[config.mk]
export PLATFORM = sky130hd
export DESIGN_NAME = dual_entry_calc
export DESIGN_NICKNAME = d
export VERILOG_FILES = /design/src/rtl/dual_entry_calc.sv
export SDC_FILE = /design/constraint.sdc
export NUM_CORES = 1
export LEC_CHECK = 0
export ABC_AREA = 1
export CAP_MARGIN = 20
export CORE_MARGIN = 3
export CORE_UTILIZATION = 50
export DETAILED_ROUTE_END_ITERATION = 10
export HOLD_SLACK_MARGIN = 0.06
export PLACE_DENSITY_LB_ADDON = 0.25
export SLEW_MARGIN = 0
export SYNTH_ARGS = -nofsm -noshare
export SYNTH_HDL_FRONTEND = slang
export SYNTH_SLANG_ARGS = --single-unit
[constraint.sdc]
create_clock -name clk -period 2.2 [get_ports clk]
set_input_delay 0.33 -clock clk [delete_from_list [all_inputs] [get_ports clk]]
set_output_delay 0.33 -clock clk [all_outputs]
set_load 0.1 [all_outputs]
[src/rtl/dual_entry_calc.sv]
// Two-operand entry calculator: captures A and B on enter presses in any order, then runs
// add/sub in one cycle or a bit-serial multiply/restoring divide in W cycles.
module dual_entry_calc #(
  parameter int unsigned W  = 3,
  parameter int unsigned RW = 8
) (
  input  logic          clk,
  input  logic          reset,
  input  logic [W-1:0]  num1,
  input  logic [W-1:0]  num2,
  input  logic          enter1,
  input  logic          enter2,
  input  logic [1:0]    op,
  output logic [RW-1:0] res,
  output logic          res_valid,
  output logic          busy,
  output logic          err,
  output logic          neg
);

  localparam int unsigned CW = (W > 1) ? $clog2(W) : 1;

  if (RW < 2 * W) begin : g_bad_rw
    $error("dual_entry_calc: RW must be at least 2*W");
  end
  if (W < 2) begin : g_bad_w
    $error("dual_entry_calc: W must be at least 2");
  end

  typedef enum logic [1:0] {StIdle, StCollect, StBusy, StDone} state_e;

  state_e          state_q, state_d;
  logic            enter1_q, enter2_q;
  logic            press1, press2;
  logic [W-1:0]    a_q, a_d, b_q, b_d;
  logic            have_a_q, have_a_d, have_b_q, have_b_d;
  logic [1:0]      op_q, op_d;
  logic [CW-1:0]   cnt_q, cnt_d;
  logic [2*W-1:0]  prod_q, prod_d, mcand_q, mcand_d;
  logic [W-1:0]    mplier_q, mplier_d;
  logic [W-1:0]    rem_q, rem_d, quo_q, quo_d;
  logic [RW-1:0]   res_q, res_d;
  logic            valid_q, valid_d, err_q, err_d, neg_q, neg_d;

  // Datapath temporaries
  logic [W:0]      sum, diff, div_shift, div_trial;
  logic [2*W-1:0]  prod_next;

  assign press1 = enter1 & ~enter1_q;
  assign press2 = enter2 & ~enter2_q;

  always_comb begin
    state_d   = state_q;
    a_d       = a_q;
    b_d       = b_q;
    have_a_d  = have_a_q;
    have_b_d  = have_b_q;
    op_d      = op_q;
    cnt_d     = cnt_q;
    prod_d    = prod_q;
    mcand_d   = mcand_q;
    mplier_d  = mplier_q;
    rem_d     = rem_q;
    quo_d     = quo_q;
    res_d     = res_q;
    valid_d   = valid_q;
    err_d     = err_q;
    neg_d     = neg_q;
    sum       = '0;
    diff      = '0;
    div_shift = '0;
    div_trial = '0;
    prod_next = '0;

    unique case (state_q)
      StIdle, StCollect, StDone: begin
        if (press1) begin
          a_d      = num1;
          have_a_d = 1'b1;
        end
        if (press2) begin
          b_d      = num2;
          have_b_d = 1'b1;
        end
        if (press1 || press2) begin
          valid_d = 1'b0;
          if (have_a_d && have_b_d) begin
            state_d  = StBusy;
            op_d     = op;
            have_a_d = 1'b0;
            have_b_d = 1'b0;
            cnt_d    = CW'(W - 1);
            prod_d   = '0;
            mcand_d  = {{W{1'b0}}, a_d};
            mplier_d = b_d;
            rem_d    = '0;
            quo_d    = a_d;
          end else begin
            state_d = StCollect;
          end
        end
      end

      StBusy: begin
        cnt_d = cnt_q - CW'(1);

        // One shift-add multiply step, LSB of multiplier first
        prod_next = prod_q + (mplier_q[0] ? mcand_q : '0);
        prod_d    = prod_next;
        mcand_d   = mcand_q << 1;
        mplier_d  = mplier_q >> 1;

        // One restoring divide step; trial sign bit says whether B fits
        div_shift = {rem_q, quo_q[W-1]};
        div_trial = div_shift - {1'b0, b_q};
        if (!div_trial[W]) begin
          rem_d = div_trial[W-1:0];
          quo_d = {quo_q[W-2:0], 1'b1};
        end else begin
          rem_d = div_shift[W-1:0];
          quo_d = {quo_q[W-2:0], 1'b0};
        end

        if (!op_q[1] || cnt_q == '0) begin
          state_d = StDone;
          valid_d = 1'b1;
          res_d   = '0;
          err_d   = 1'b0;
          neg_d   = 1'b0;
          unique case (op_q)
            2'b00: begin
              sum        = {1'b0, a_q} + {1'b0, b_q};
              res_d[W:0] = sum;
            end
            2'b01: begin
              diff       = {1'b0, a_q} - {1'b0, b_q};
              res_d      = {RW{diff[W]}};
              res_d[W:0] = diff;
              neg_d      = (a_q < b_q);
            end
            2'b10: begin
              res_d[2*W-1:0] = prod_next;
            end
            default: begin
              if (b_q == '0) begin
                res_d = '1;
                err_d = 1'b1;
              end else begin
                res_d[W-1:0]   = quo_d;
                res_d[2*W-1:W] = rem_d;
              end
            end
          endcase
        end
      end

      default: state_d = StIdle;
    endcase
  end

  always_ff @(posedge clk or posedge reset) begin
    if (reset) begin
      state_q  <= StIdle;
      enter1_q <= 1'b0;
      enter2_q <= 1'b0;
      a_q      <= '0;
      b_q      <= '0;
      have_a_q <= 1'b0;
      have_b_q <= 1'b0;
      op_q     <= '0;
      cnt_q    <= '0;
      prod_q   <= '0;
      mcand_q  <= '0;
      mplier_q <= '0;
      rem_q    <= '0;
      quo_q    <= '0;
      res_q    <= '0;
      valid_q  <= 1'b0;
      err_q    <= 1'b0;
      neg_q    <= 1'b0;
    end else begin
      state_q  <= state_d;
      enter1_q <= enter1;
      enter2_q <= enter2;
      a_q      <= a_d;
      b_q      <= b_d;
      have_a_q <= have_a_d;
      have_b_q <= have_b_d;
      op_q     <= op_d;
      cnt_q    <= cnt_d;
      prod_q   <= prod_d;
      mcand_q  <= mcand_d;
      mplier_q <= mplier_d;
      rem_q    <= rem_d;
      quo_q    <= quo_d;
      res_q    <= res_d;
      valid_q  <= valid_d;
      err_q    <= err_d;
      neg_q    <= neg_d;
    end
  end

  assign res       = res_q;
  assign res_valid = valid_q;
  assign busy      = (state_q == StBusy);
  assign err       = err_q;
  assign neg       = neg_q;

endmodule

==> flow_metrics.py, run 1 <==
metrics = {
    "status": {
        "run_status": "finished clean",
    },
    "place": {
        "routabilityCongestion": 0.891,
        "hpwl_mm": 4.56,
        "io_buffers": 23,
    },
    "yosys": {
        "synth-warning-count": 0,
        "most_used_dff_post_synth": "dfrtp_1",
        "ys_async_sr_fraction_pct": 100,
        "syn_nets": 364,
        "syn-instance-count": 332,
        "sequential_share_of_the_synthesized_area_pct": 42.2,
        "synth.lib_cells_used.distinct": 38,
        "synth_area_um2": 2790,
        "synth_seq_cells": 47,
        "syn_avg_cell_area_um2": 8.40,
        "synth_edf_count": 0,
    },
    "setup_path": {
        "critical_path.max_fanout": 3,
        "reg_to_reg_setup_timing_slack_ps": 260,
        "register_to_register_path_depth": 9,
        "worstPathArrival_ps": 2170,
        "worst_ep_required_time_ps": 2430,
        "reg2reg_from": "a_q[0]",
        "worst-setup-path-type": "reg -> reg",
        "worstSetupStartpointType": "register",
        "worstSetupEndpointType": "register",
        "worst_r2r_endpoint": "res[2]",
    },
    "clock_tree": {
        "ctsRootBufferMaster": "clkbuf_8",
        "postCtsHoldBufs": 0,
        "tritoncts_clock_tree": "done",
        "htree_num_levels": 2,
        "cts-buffers-inserted": 5,
        "clk-insertion-delay-late_ps": 300,
        "post_cts_resized": 0,
        "clock-sinks": 47,
        "postCtsSetupBuffers": 0,
        "clock_path_buffers": 2,
        "cts.clk_slew.worst_paths_ps": 90,
    },
    "global_route": {
        "number_of_antenna_violations_at_the_first_check_in_global_routing": 0,
        "overflow": 0,
        "pin_count_of_the_biggest_net_entering_global_routing": 48,
        "grtUsageTotal_pct": 20.6,
        "first_global_vias": 2167,
        "first_pass_grt_wire_length_mm": 10.1,
    },
    "final_layout": {
        "antenna-diode-count": 0,
        "layout.cells.most_common": "nand2_1",
        "final_layout_size_suffix_gt1_share_pct": 16.6,
        "layout.filler_cells": 488,
        "final_cell_mix": "nand2_1, dfrtp_1, inv_1, nand3_1, o21ai_0",
        "area_growth_pct": 11.7,
        "final_nets": 387,
    },
    "timing": {
        "worst-slew-pin-transition_ps": 599,
        "hold_violations": 0,
        "fin_crit_sh_pct": 88.2,
        "timing_max_transition_violations_final": 0,
        "max-slew-margin-rel_pct": 60.0,
        "report.final.setup_viol": 0,
        "max_freq_mhz": 515,
        "final_period_minus_worst_setup_slack_ps": 1940,
        "fin_skew_ps": 2.93,
        "grt_setup_unrepaired": "false",
        "fin_tns_setup_ps": 0,
    },
    "routing": {
        "firstDrtPassIters": 4,
        "drt-wirelength-per-cell_um": 14.1,
        "drt-initial-drc-count": 198,
        "drc_errors": 0,
        "via_count": 2232,
        "wire_length_reported_by_the_detailed_router_mm": 6.01,
        "antenna_violating_nets_post_route": 0,
        "avgViaCountPerCell": 5.24,
    },
    "die": {
        "floorplan.initialDensity_pct": 53.3,
        "num_io_pins": 24,
        "num_rows": 26,
        "die_area_um2": 6510,
        "core_region_area_um2": 5240,
        "die_w_um": 80.7,
        "die_h_um": 80.7,
    },
    "job": {
        "maxCapViolations": 0,
    },
    "worst_hold_path": {
        "min_path_type": "in -> async",
    },
}
[cell families after synthesis]
logic type	Yosys count	share of synthesized area (%)
DFF	47	42.2
buffers and inverters	65	10.5
xor gates and xnor gates	2	0.628
AOI/OAI and AO/OA	65	13.9
and+or+nand+nor	133	22.6
adders and majority gates	20	10.3
[flip-flops by register name (all words and copies together) (netlist names)]
name and flops:
mplier_q 3, have_b_q 1, state_q 2, err 1, quo_q 3, a_q 3
b_q 3, cnt_q 2, enter1_q 1, rem_q 3, res_valid 1, enter2_q 1
neg 1, op_q 2, res 7, mcand_q 6, prod_q 6, have_a_q 1
[cells in the mapped netlist (2+ instances only)]
library cell / number / area (um2)
a21oi_1: 13 / 65.1
inv_2: 8 / 30.0
nor2_1: 16 / 60.1
ha_1: 15 / 188
nor2_2: 7 / 43.8
fa_1: 5 / 100
a21oi_2: 4 / 35.0
inv_1: 46 / 173
nand2_4: 5 / 56.3
nand2_1: 66 / 248
xor2_1: 2 / 17.5
dfrtp_1: 47 / 1180
a31oi_1: 3 / 18.8
o22ai_1: 2 / 12.5
buf_6: 3 / 33.8
o21ai_0: 19 / 95.1
inv_4: 2 / 12.5
o21ai_1: 13 / 65.1
nand3b_1: 3 / 22.5
nand3_1: 27 / 135
a22o_1: 3 / 26.3
buf_4: 2 / 15.0
nand2_2: 5 / 31.3
buf_2: 2 / 10.0
[area by class of cell]
type	count	area [um2]	area share [%]
multi-input combinational	220	1320	42.4
sequential	47	1180	37.7
timing repair buffer	25	228	7.31
inverter	56	215	6.90
tap	70	87.6	2.81
clock buffer	5	68.8	2.21
clock inverter	3	20.0	0.642
[critical path, stage by stage, from the launching register on]
cell	delay, ps
dfrtp_1	390
inv_1	100
ha_1	150
inv_1	60
fa_1	360
inv_1	70
fa_1	390
o21ai_0	160
a21oi_1	60
a21oi_1	140
[per-stage QoR]
stage / hold slack (ps) / cells / instance area, um2 / setup WS [ps] / util, %
global placement: 466 / 418 / 3030 / 307 / 57.8
finish: 481 / 426 / 3120 / 259 / 59.5
floorplan: 361 / 332 / 2790 / 384 / -
CTS: 491 / 426 / 3120 / 263 / 59.5
global route: 508 / 426 / 3120 / 130 / 59.5
detailed placement: 466 / 418 / 3030 / 284 / 57.8
[worst max path at each step]
stage / to / slack, ps / startpoint / cells past startpoint
final: res[2] / 260 / a_q[0] / 9
after CTS: res[2] / 260 / b_q[1] / 7
after floorplan: res[2] / 380 / a_q[0] / 9
after global placement: prod_q[0] / 310 / enter1 / 9
after global routing: res[2] / 130 / b_q[1] / 7
after detailed placement: prod_q[0] / 280 / enter1 / 9
[metal layers]
metal  share of wire, %  vias up  routed length (um)  track usage [%]
met2                 47       56                2850             33.6
met3                5.7       12                 341             3.48
met4                1.9        0                 115             8.28
met1                 45     1051                2710             27.3
li1                   -     1113                   -                -
met5                  0        -                   0                0
Power of run 1 is left out: the tool's default activity adds up to more than one toggle a clock period on the data nets, which glitch-free logic cannot reach.
==> inputs of run 2 (changes only) <==
--- a/config.mk
+++ b/config.mk
@@ -5,8 +5,6 @@
 export SDC_FILE = /design/constraint.sdc
 export NUM_CORES = 1
 export LEC_CHECK = 0
-export ABC_AREA = 1
-export CAP_MARGIN = 20
 export CORE_MARGIN = 3
 export CORE_UTILIZATION = 50
 export DETAILED_ROUTE_END_ITERATION = 10
==> flow_metrics.py, run 2 <==
metrics = {
    "final_layout": {
        "layout.cells.most_common": "dfrtp_1",
        "antenna-diode-count": 0,
        "layout.core_utilization_pct": 61.3,
        "final_cell_mix": "dfrtp_1, nand2_1, o21ai_0, nor2_1, buf_4",
        "area_growth_pct": 15.5,
        "final_layout_size_suffix_gt1_share_pct": 15.8,
        "largest_register_ff_count": 7,
        "final_nets": 356,
    },
    "yosys": {
        "synth-warning-count": 0,
        "synthDominantCellAreaShare_pct": 42.3,
        "synth_area_um2": 2780,
        "synth_edf_count": 0,
        "ys_async_sr_fraction_pct": 100,
        "synth.lib_cells_used.distinct": 58,
        "synth_top_cell_by_area": "dfrtp_1",
        "synth_common_cells": "dfrtp_1, nand2_1, o21ai_0",
        "syn_nets": 327,
        "synth_fa_ha_area_share_pct": 10.4,
        "synth_seq_cells": 47,
        "post_synthesis_mux_area_share_pct": 3.51,
        "combinational_family_with_the_most_area_after_synthesis": "compound AO/OA/AOI/OAI gates",
        "syn-instance-count": 295,
        "syn_avg_cell_area_um2": 9.42,
        "post_synth_main_area_contributors": "dfrtp_1, ha_1, nand2_1",
        "synth-simple-area-share_pct": 17.2,
        "sequential_share_of_the_synthesized_area_pct": 42.3,
        "most_used_dff_post_synth": "dfrtp_1",
        "post_synth_xor_xnor_area_pct": 2.21,
        "yosysMostFrequentCell": "dfrtp_1",
        "synth_compound_area_share_pct": 18.4,
    },
    "place": {
        "routabilityCongestion": 0.876,
        "hpwl_mm": 4.56,
        "io_buffers": 23,
    },
    "routing": {
        "firstDrtPassIters": 4,
        "avgViaCountPerCell": 5.49,
        "drc_errors": 0,
        "via_count": 2156,
        "drt-initial-drc-count": 142,
        "wire_length_reported_by_the_detailed_router_mm": 6.18,
        "drt-wirelength-per-cell_um": 15.7,
        "antenna_violating_nets_post_route": 0,
    },
    "power": {
        "ir_drop_v": 0.000937,
        "power_per_cell_area_nw_per_um2": 1550,
        "p_leak_nw": 1.45,
    },
    "die": {
        "core_region_area_um2": 5240,
        "floorplan.initialDensity_pct": 53.0,
        "num_io_pins": 24,
        "die_h_um": 80.5,
        "num_rows": 26,
        "die_area_um2": 6490,
        "die_w_um": 80.5,
    },
    "timing": {
        "hold_violations": 0,
        "fin_skew_ps": 7.66,
        "fin_tns_setup_ps": 0,
        "final_period_minus_worst_setup_slack_ps": 2140,
        "grt_setup_unrepaired": "true",
        "max_freq_mhz": 467,
        "worst-slew-pin-transition_ps": 475,
        "max-slew-margin-rel_pct": 67.5,
        "timing_max_transition_violations_final": 0,
        "fin_crit_sh_pct": 97.3,
        "report.final.setup_viol": 0,
        "hold_slack_ps": 345,
    },
    "worst_hold_path": {
        "min_path_type": "in -> async",
    },
    "clock_tree": {
        "clock-sinks": 47,
        "postCtsSetupBuffers": 0,
        "tritoncts_clock_tree": "done",
        "postCtsHoldBufs": 0,
        "ctsRootBufferMaster": "clkbuf_8",
        "cts.clk_slew.worst_paths_ps": 80,
        "clk-insertion-delay-late_ps": 310,
        "clock_path_buffers": 2,
        "post_cts_resized": 0,
        "htree_num_levels": 2,
        "cts-buffers-inserted": 5,
    },
    "setup_path": {
        "worstSetupEndpointType": "register",
        "worst_path_largest_cell_delay_ps": 450,
        "critical_path.max_fanout": 3,
        "worst_ep_required_time_ps": 2440,
        "worstPathCellList": "inv_2 -> ha_2 -> inv_1 -> fa_1 -> inv_1 -> fa_1 -> mux4_2 -> o21ai_1",
        "worst-setup-path-type": "reg -> reg",
        "reg_to_reg_setup_timing_slack_ps": 60,
        "worstPathArrival_ps": 2380,
        "worstSetupStartpointType": "register",
        "critPathSlowestCell": "mux4_2",
    },
    "global_route": {
        "grtUsageTotal_pct": 21.4,
        "pin_count_of_the_biggest_net_entering_global_routing": 33,
        "first_global_vias": 2108,
        "first_pass_grt_wire_length_mm": 10.5,
        "overflow": 0,
        "number_of_antenna_violations_at_the_first_check_in_global_routing": 0,
    },
    "status": {
        "run_status": "finished clean",
    },
    "job": {
        "maxCapViolations": 0,
    },
}
[run 2: changes by cell type after synthesis, moves of 6 or more]
cell,delta
nor2_2,-6
nand3_1,-26
buf_2,+7
nand2_1,-20
nor2_1,+9
inv_1,-28
o21ai_1,-13
o21ai_0,+10
inv_2,-8
[run 2: critical path: cells and delay by family, from the launching register on]
kind            cells  cell delay (ps)
compound gates      1              120
mux                 1              450
flops               1              390
fa+ha+maj           3              920
buf+inv             3              190
[run 2: where the power goes]
part	total (mW)	internal (mW)	switching [mW]
Combinational	3.00	1.12	1.88
Sequential	1.48	1.21	0.270
Clock	0.495	0.211	0.283
Total	4.97	2.54	2.43
[run 2: area by class of cell]
type,instances,area (um2)
fill,452,2030
multi-input combinational,213,1450
sequential,47,1180
timing repair buffer,38,338
tap,70,87.6
inverter,19,76.3
clock buffer,5,68.8
clock inverter,1,7.51
[run 2: metrics by stage]
stage	setup slack (ps)	cells	instance area [um2]	total power, mW
floorplan	110	295	2780	3.72
global placement	67.9	387	3110	4.37
detailed placement	21.6	387	3110	4.43
CTS	1.37	393	3190	4.94
global route	-37.1	393	3210	5.37
finish	58.4	393	3210	4.97
[run 2: final timing paths]
path / to / cells after the start / from
worst max-delay path: res[2] / 8 / a_q[0]
worst min-delay path: rem_q[1] / 2 / reset
worst max register to register: res[2] / 8 / a_q[0]
worst min register to register: mplier_q[0] / 2 / mplier_q[1]
max in group asynchronous: op_q[1] / 3 / reset
min in group clk: mplier_q[0] / 2 / mplier_q[1]
[run 2: cells by family (layout without fill, tap and decap cells)]
group	count (synthesis)	in the layout
AOI/OAI and AO/OA	77	77
xor gates and xnor gates	7	7
adders and majority gates	20	20
buffers and inverters	35	63
DFF	47	47
muxes	7	7
and+or+nand+nor	102	102
[run 2: routing by layer]
| metal | up-vias | track usage [%] | part of all wire (%) |
|---|---|---|---|
| li1 | 1077 | - | - |
| met1 | 1018 | 30.0 | 46 |
| met2 | 56 | 33.6 | 46 |
| met3 | 5 | 4.04 | 7.1 |
| met4 | 0 | 6.59 | 1.2 |
| met5 | - | 0 | 0 |
Note: power is estimated with default switching activity, not from simulation.
==> inputs of run 3 (changes only) <==
--- a/config.mk
+++ b/config.mk
@@ -6,7 +6,7 @@
 export NUM_CORES = 1
 export LEC_CHECK = 0
 export CORE_MARGIN = 3
-export CORE_UTILIZATION = 50
+export CORE_UTILIZATION = 58
 export DETAILED_ROUTE_END_ITERATION = 10
 export HOLD_SLACK_MARGIN = 0.06
 export PLACE_DENSITY_LB_ADDON = 0.25
==> flow_metrics.py, run 3 (synthesized netlist as in run 2, its figures left out) <==
metrics = {
    "timing": {
        "fin_skew_ps": 4.52,
        "worst-slew-pin-transition_ps": 666,
        "report.final.setup_viol": 0,
        "hold_violations": 0,
        "final_period_minus_worst_setup_slack_ps": 2160,
        "max-slew-margin-rel_pct": 54.5,
        "fin_crit_sh_pct": 98.4,
        "max_freq_mhz": 462,
        "timing_max_transition_violations_final": 0,
        "post-route-worst-setup-slack_ps": 35.3,
        "hold_slack_ps": 341,
    },
    "setup_path": {
        "worstSetupStartpointType": "register",
        "worstSetupEndpointType": "register",
        "worst-setup-path-type": "reg -> reg",
        "worstPathArrival_ps": 2400,
        "worst_ep_required_time_ps": 2430,
        "critical_path.max_fanout": 2,
    },
    "power": {
        "power.combinational.fraction_pct": 60.1,
        "power.switching_mw": 2.49,
        "sequential_fraction_of_design_power_pct": 29.4,
        "p_leak_nw": 1.47,
        "p_sw_share_pct": 48.6,
        "power_per_cell_area_nw_per_um2": 1590,
        "cellInternalPower_mw": 2.63,
        "ir_drop_v": 0.000657,
        "clock_power_share_pct": 10.5,
        "design_power_total_mw": 5.12,
    },
    "routing": {
        "via_count": 2221,
        "drc_errors": 0,
        "firstDrtPassIters": 4,
        "avgViaCountPerCell": 5.86,
        "antenna_violating_nets_post_route": 0,
        "drt-wirelength-per-cell_um": 16.8,
        "drt-initial-drc-count": 119,
        "wire_length_reported_by_the_detailed_router_mm": 6.36,
    },
    "die": {
        "floorplan.initialDensity_pct": 62.1,
        "die_w_um": 75.2,
        "num_rows": 24,
        "die_area_um2": 5660,
        "core_region_area_um2": 4470,
        "num_io_pins": 24,
        "die_h_um": 75.2,
    },
    "final_layout": {
        "layout.cells.most_common": "dfrtp_1",
        "finish.instance_area_um2": 3230,
        "layout.filler_cells": 346,
        "final_layout_size_suffix_gt1_share_pct": 17.1,
        "final_nets": 358,
        "area_growth_pct": 16.3,
        "final_cell_mix": "dfrtp_1, nand2_1, o21ai_0, buf_4, nor2_1",
        "antenna-diode-count": 0,
        "layout.core_utilization_pct": 72.2,
        "largest_register_ff_count": 7,
    },
    "global_route": {
        "first_pass_grt_wire_length_mm": 10.4,
        "grtUsageTotal_pct": 24.5,
        "overflow": 0,
        "number_of_antenna_violations_at_the_first_check_in_global_routing": 0,
        "first_global_vias": 2132,
        "pin_count_of_the_biggest_net_entering_global_routing": 33,
    },
    "place": {
        "routabilityCongestion": 0.945,
        "io_buffers": 23,
        "post-place-ws_ps": 17.5,
        "hpwl_mm": 4.68,
        "post_dp_cell_area_um2": 3100,
    },
    "clock_tree": {
        "tritoncts_clock_tree": "done",
        "cts.clk_slew.worst_paths_ps": 80,
        "clock_path_buffers": 2,
        "clk-insertion-delay-late_ps": 300,
        "ctsRootBufferMaster": "clkbuf_8",
        "cts-buffers-inserted": 5,
        "clock-sinks": 47,
        "htree_num_levels": 2,
        "postCtsHoldBufs": 0,
    },
    "job": {
        "maxCapViolations": 0,
    },
    "status": {
        "run_status": "finished clean",
    },
    "worst_hold_path": {
        "min_path_type": "in -> async",
    },
}
-- run 3: per-layer routing --
| metal | part of all wire, % | up-vias | track usage [%] |
|---|---|---|---|
| li1 | - | 1096 | - |
| met1 | 45 | 1066 | 33.2 |
| met2 | 49 | 51 | 40.5 |
| met3 | 3.4 | 8 | 4.14 |
| met4 | 1.8 | 0 | 7.38 |
| met5 | 0 | - | 0 |
-- run 3: final timing paths --
path	startpoint	to	slack [ps]	cells past startpoint
max	a_q[0]	res[2]	40	8
min	reset	mplier_q[2]	340	2
max reg2reg	a_q[0]	res[2]	40	8
min reg2reg	res[1]	res[1]	480	2
max in group asynchronous	reset	res[0]	1370	3
min in group clk	res[1]	res[1]	480	2
-- run 3: repair_timing --
action | CTS | global route
pin swaps | 0 | 2
resized for setup | 0 | 8
endpoints found under the hold margin | 0 | 0
endpoints found under the setup margin | 1 | 3
setup buffers | 2 | 1
-- run 3: through the flow --
stage | instances | setup TNS (ps)
finish | 379 | 0
global route | 379 | -5.97
CTS | 378 | 0
detailed placement | 368 | 0
global placement | 368 | 0
floorplan | 295 | 0
-- run 3: critical path, cell delays in order, from the launching register on --
cell     delay, ps
dfrtp_1        400
inv_2           70
ha_2           180
inv_1           50
fa_2           330
inv_2           60
fa_1           410
mux4_2         460
o21ai_1        130
-- run 3: cell type report --
type	instances	area, um2	area share, %
multi-input cells	213	1450	44.9
flip-flops and latches	47	1180	36.4
repair buffers	40	365	11.3
clock buffers	7	86.3	2.67
inverters	19	76.3	2.36
well taps	52	65.1	2.01
clock inverters	1	8.76	0.271
-- run 3: power groups by stage --
| stage | sequential [mW] | clock (mW) | combinational, mW |
|---|---|---|---|
| floorplan | 1.99 | 0 | 1.72 |
| global placement | 1.50 | 0 | 2.87 |
| detailed placement | 1.52 | 0 | 2.97 |
| CTS | 1.49 | 0.553 | 3.02 |
| global route | 1.55 | 0.583 | 3.34 |
| finish | 1.50 | 0.540 | 3.08 |
==> patch 1, RTL diff (settings of run 3) <==
Add an input register stage for `num1`, `num2`, `enter1`, `enter2` and `op`, without a reset; this delays them by one clock.
--- a/src/rtl/dual_entry_calc.sv
+++ b/src/rtl/dual_entry_calc.sv
@@ -21,4 +21,18 @@
   localparam int unsigned CW = (W > 1) ? $clog2(W) : 1;
 
+  logic [W-1:0] num1_q;
+  logic [W-1:0] num2_q;
+  logic enter1_r;
+  logic enter2_r;
+  logic [1:0] op_r;
+
+  always_ff @(posedge clk) begin
+    num1_q   <= num1;
+    num2_q   <= num2;
+    enter1_r <= enter1;
+    enter2_r <= enter2;
+    op_r     <= op;
+  end
+
   if (RW < 2 * W) begin : g_bad_rw
     $error("dual_entry_calc: RW must be at least 2*W");
@@ -47,6 +61,6 @@
   logic [2*W-1:0]  prod_next;
 
-  assign press1 = enter1 & ~enter1_q;
-  assign press2 = enter2 & ~enter2_q;
+  assign press1 = enter1_r & ~enter1_q;
+  assign press2 = enter2_r & ~enter2_q;
 
   always_comb begin
@@ -76,9 +90,9 @@
       StIdle, StCollect, StDone: begin
         if (press1) begin
-          a_d      = num1;
+          a_d      = num1_q;
           have_a_d = 1'b1;
         end
         if (press2) begin
-          b_d      = num2;
+          b_d      = num2_q;
           have_b_d = 1'b1;
         end
@@ -87,5 +101,5 @@
           if (have_a_d && have_b_d) begin
             state_d  = StBusy;
-            op_d     = op;
+            op_d     = op_r;
             have_a_d = 1'b0;
             have_b_d = 1'b0;
@@ -181,6 +195,6 @@
     end else begin
       state_q  <= state_d;
-      enter1_q <= enter1;
-      enter2_q <= enter2;
+      enter1_q <= enter1_r;
+      enter2_q <= enter2_r;
       a_q      <= a_d;
       b_q      <= b_d;
Behaviour: not the same (Yosys sat finds a counterexample within 4 cycles, from zero or initial values and one cycle with reset high).
==> patch 1 against run 3 <==
- clock power grew 67%
- maximum frequency shrank 0.29%
- setup slack lost 6.4 ps
- die area grew 4.7%
- area after synthesis grew 5.1%
- via count grew 6.1%
- count of clock-buffer cells in the layout grew 6
- wire length grew 2.1%
- sequential cell count grew 10
- design area grew 9.8%
- total power grew 8.1%
- largest cell class unchanged
==> patch 1: results (changes against run 3) <==
metric	value	unit	change
Iteration-0 DRC Markers	204		+71%
top post-synthesis cells by count	dfrtp_1, nand2_1, nor2_1		
Worst EP arrival	2420	ps	+20 ps
synthesized area per cell	9.77	um^2	+3.7%
Worst Reg-to-Reg Cells	8		unchanged
Clock Latency Late Sink	350	ps	+50 ps
reg2reg end	res[4]		
total track usage	0.240		-0.00535
antenna violations before repair	0		unchanged
DP Cell Count	392		+6.5%
Slew @ Worst Pin	659	ps	-6.92 ps
Hold WC Path Type	input pin to async pin		
Vias/cell	5.73		-2.1%
largest net degree at the start of global routing	48		+45%
WL met2	3090	um	-1.2%
DP HPWL	4570	um	-2.2%
synth top area cells	dfrtp_1, dfxtp_1, ha_1		
TritonCTS buffer count	9		+4
CTS root buf	clkbuf_8		
H-tree levels	3		+1
CP Max Fanout	2		unchanged
max reg flops	7		unchanged
vias in the first global route	2254		+5.7%
DR WL met3	399	um	+83%
leak pwr	1.60	nW	+8.7%
Met1 Wirelength	2820	um	-2.6%
Mapped Nets	331		+1.2%
clock skew	8.50	ps	+3.97 ps
First-pass DRT Iterations	4		unchanged
nets	371		+3.6%
Post-synth ARST share	0.825		-0.175
RePlAce Congestion	0.889		-5.9%
post-synthesis sequential area ratio	0.471		+0.0479
Yosys cell types	50		-14%
placement-stage cell area	0.00328	mm^2	+6.1%
first-pass GRT wire length	10800	um	+3.8%
Post-Place Worst Slack	-3.57	ps	-21.1 ps
WL per Instance	15.8	um	-5.9%
worst IR drop on VDD	0.850	mV	+29%
layout cell share with drive strength beyond 1	0.203		+0.0322
Port Buffer Count	23		unchanged
RR Startpoint	mcand_q[0]		
yosys warns	0		unchanged
# diodes	0		unchanged
status	finished, final reports clean		
final non-filler cell total	411		+8.4%
patch 1: how the worst min path moves through the flow:
stage | from | endpoint | slack, ps | cells past startpoint
6_report | reset | prod_q[3] | 320 | 3
3_3_place_gp | enter1_r | enter1_q | 350 | 0
5_1_grt | enter1_r | enter1_q | 350 | 0
2_1_floorplan | enter1_r | enter1_q | 340 | 0
3_5_place_dp | enter1_r | enter1_q | 350 | 0
4_1_cts | reset | prod_q[3] | 340 | 3
patch 1: cell type report:
type	count	area, um^2
multi-input combinational	210	1460
sequential	57	1380
fill	359	1240
timing repair buffer	42	368
clock buffer	13	169
tap	67	83.8
inverter	19	76.3
clock inverter	3	15.0
patch 1: cells by family after synthesis:
family / count (synthesis) / synth area share
buf+inv: 32 / 0.0510
mux: 8 / 0.0377
compound gates: 74 / 0.162
simple gates: 102 / 0.159
xor+xnor: 6 / 0.0206
flops: 57 / 0.471
fa+ha+maj: 20 / 0.0985
patch 1: per-layer routing:
layer / vias to the layer above / GRT usage
met5: - / 0
met4: 0 / 0.121
met3: 21 / 0.0739
met2: 77 / 0.369
met1: 1147 / 0.305
li1: 1112 / -
patch 1: where the power goes:
group          leakage, nW  internal (mW)  switching, mW
Combinational        0.829           1.09           1.83
Sequential           0.670           1.40          0.319
Clock               0.0992          0.495          0.407
patch 1: worst max-delay path, cell delays in order (launching register included):
cell and delay, ps:
dfrtp_1 380, and2_1 160, ha_2 180, fa_2 340, a21o_1 180, a21oi_2 160
xor2_2 110, or4_1 490, o221ai_1 100
patch 1: timing repair:
action | in CTS | in global routing
pin swaps | 0 | 4
hold endpoints to repair | 0 | 0
endpoints found under the setup margin | 2 | 3
hold buffers | 0 | 0
buffers inserted | 0 | 3
resized for setup | 4 | 10
==> patch 2, RTL diff (config.mk and constraints of run 3) <==
Without the edit above. The parameter `RW` goes from 8 to 10.
--- a/src/rtl/dual_entry_calc.sv
+++ b/src/rtl/dual_entry_calc.sv
@@ -3,5 +3,5 @@
 module dual_entry_calc #(
   parameter int unsigned W  = 3,
-  parameter int unsigned RW = 8
+  parameter int unsigned RW = 10
 ) (
   input  logic          clk,
Ports: changed (resized res); port bits go from 24 to 26. The function was not compared with the original's and may differ.
==> patch 2 against run 3 <==
- global-route usage grew 1.3 points
- combinational power grew 6.8%
- cell count shrank 0.26%
- wire length grew 2.7%
- design area grew 0.54%
- clock skew grew 5.6 ps
- sequential cell count is the same
- utilization shrank 0.092 points
- total power grew 3.9%
- area after synthesis grew 0.50%
- setup slack gained 13 ps
- critical endpoint is now res[5]
- largest cell class unchanged
- highest routed layer unchanged
==> patch 2: results (changes against run 3) <==
metric	value	unit	change
vias in the first global route	2258		+5.9%
CP Max Fanout	5		+3
Psw	2.70	mW	+8.3%
synth-to-layout area growth	16.3	%	about the same
max reg flops	7		unchanged
synthesized area per cell	9.43	um^2	+0.16%
FMAX	465	MHz	+0.62%
WL final	6540	um	+2.7%
max layer used	met4		
Post-Place Worst Slack	35.2	ps	+17.7 ps
nets	357		-0.28%
synth top area cells	dfrtp_1, ha_1, nand2_1		
WL per Instance	17.3	um	+3.0%
First-pass DRT Iterations	5		+1
GR Util met2	0.388		-0.0169
Slew headroom	0.666		+0.121
GRT met1 Usage	0.353		+0.0211
WL met2	3080	um	-1.6%
top post-synthesis cells by count	dfrtp_1, nand2_1, nor2_1		
bufs w/o clock	39		-2.5%
setup bufs post-CTS	0		-2
Worst EP arrival	2320	ps	-80 ps
buffer share of cell area	0.110		-0.00292
Comb power frac	0.617		+0.016
total track usage	0.258		+0.0133
clock share of power	0.098		-0.007
placement-stage cell area	0.00311	mm^2	+0.53%
Iteration-0 DRC Markers	214		+80%
RePlAce Congestion	0.920		-2.7%
DR WL met3	320	um	+47%
Yosys cell types	56		-3.4%
worst IR drop on VDD	0.876	mV	+33%
crit-path max cell delay	420	ps	-40 ps
Met1 Wirelength	2900	um	+0.28%
post-synthesis sequential area ratio	0.421		-0.00209
Mapped Nets	328		+0.31%
Hold WC Path Type	input pin to async pin		
CP max-delay cell	dfrtp_2		
# fillers	339		-2.0%
Port Buffer Count	25		+8.7%
status	finished, final reports clean		
Hold Slack	357	ps	+16.6 ps
P_clk	0.524	mW	-3%
clock skew	10.1	ps	+5.57 ps
Vias/cell	6.04		+3.2%
Reg area	0.00118	mm^2	+0.11%
leak pwr	1.46	nW	-0.64%
ClkCell Share	0.0274		-0.00209
first-pass GRT wire length	10900	um	+4.1%
DP HPWL	4770	um	+2.0%
## patch 2: changes by cell type after synthesis, moves of 3 or more
| cell | run 3 | this run |
|---|---|---|
| and2_2 | 0 | 5 |
| o21ai_1 | 0 | 4 |
| nand2_1 | 46 | 43 |
| and2_1 | 5 | 0 |
| o21ai_0 | 29 | 24 |
## patch 2: logic make-up after synthesis
family,Yosys count,share of synthesized area
simple gates,100,0.168
fa+ha+maj,20,0.103
mux,7,0.0350
buf+inv,36,0.0587
xor+xnor,7,0.0247
flops,47,0.421
compound gates,79,0.190
## patch 2: final timing paths
check                             from     endpoint  depth (start not counted)
max reg2reg                     b_q[2]       res[5]                          7
max                             b_q[2]       res[5]                          7
min in group clk           mplier_q[2]  mplier_q[1]                          2
min reg2reg                mplier_q[2]  mplier_q[1]                          2
min                              reset   mcand_q[3]                          2
max in group asynchronous        reset       b_q[2]                          3
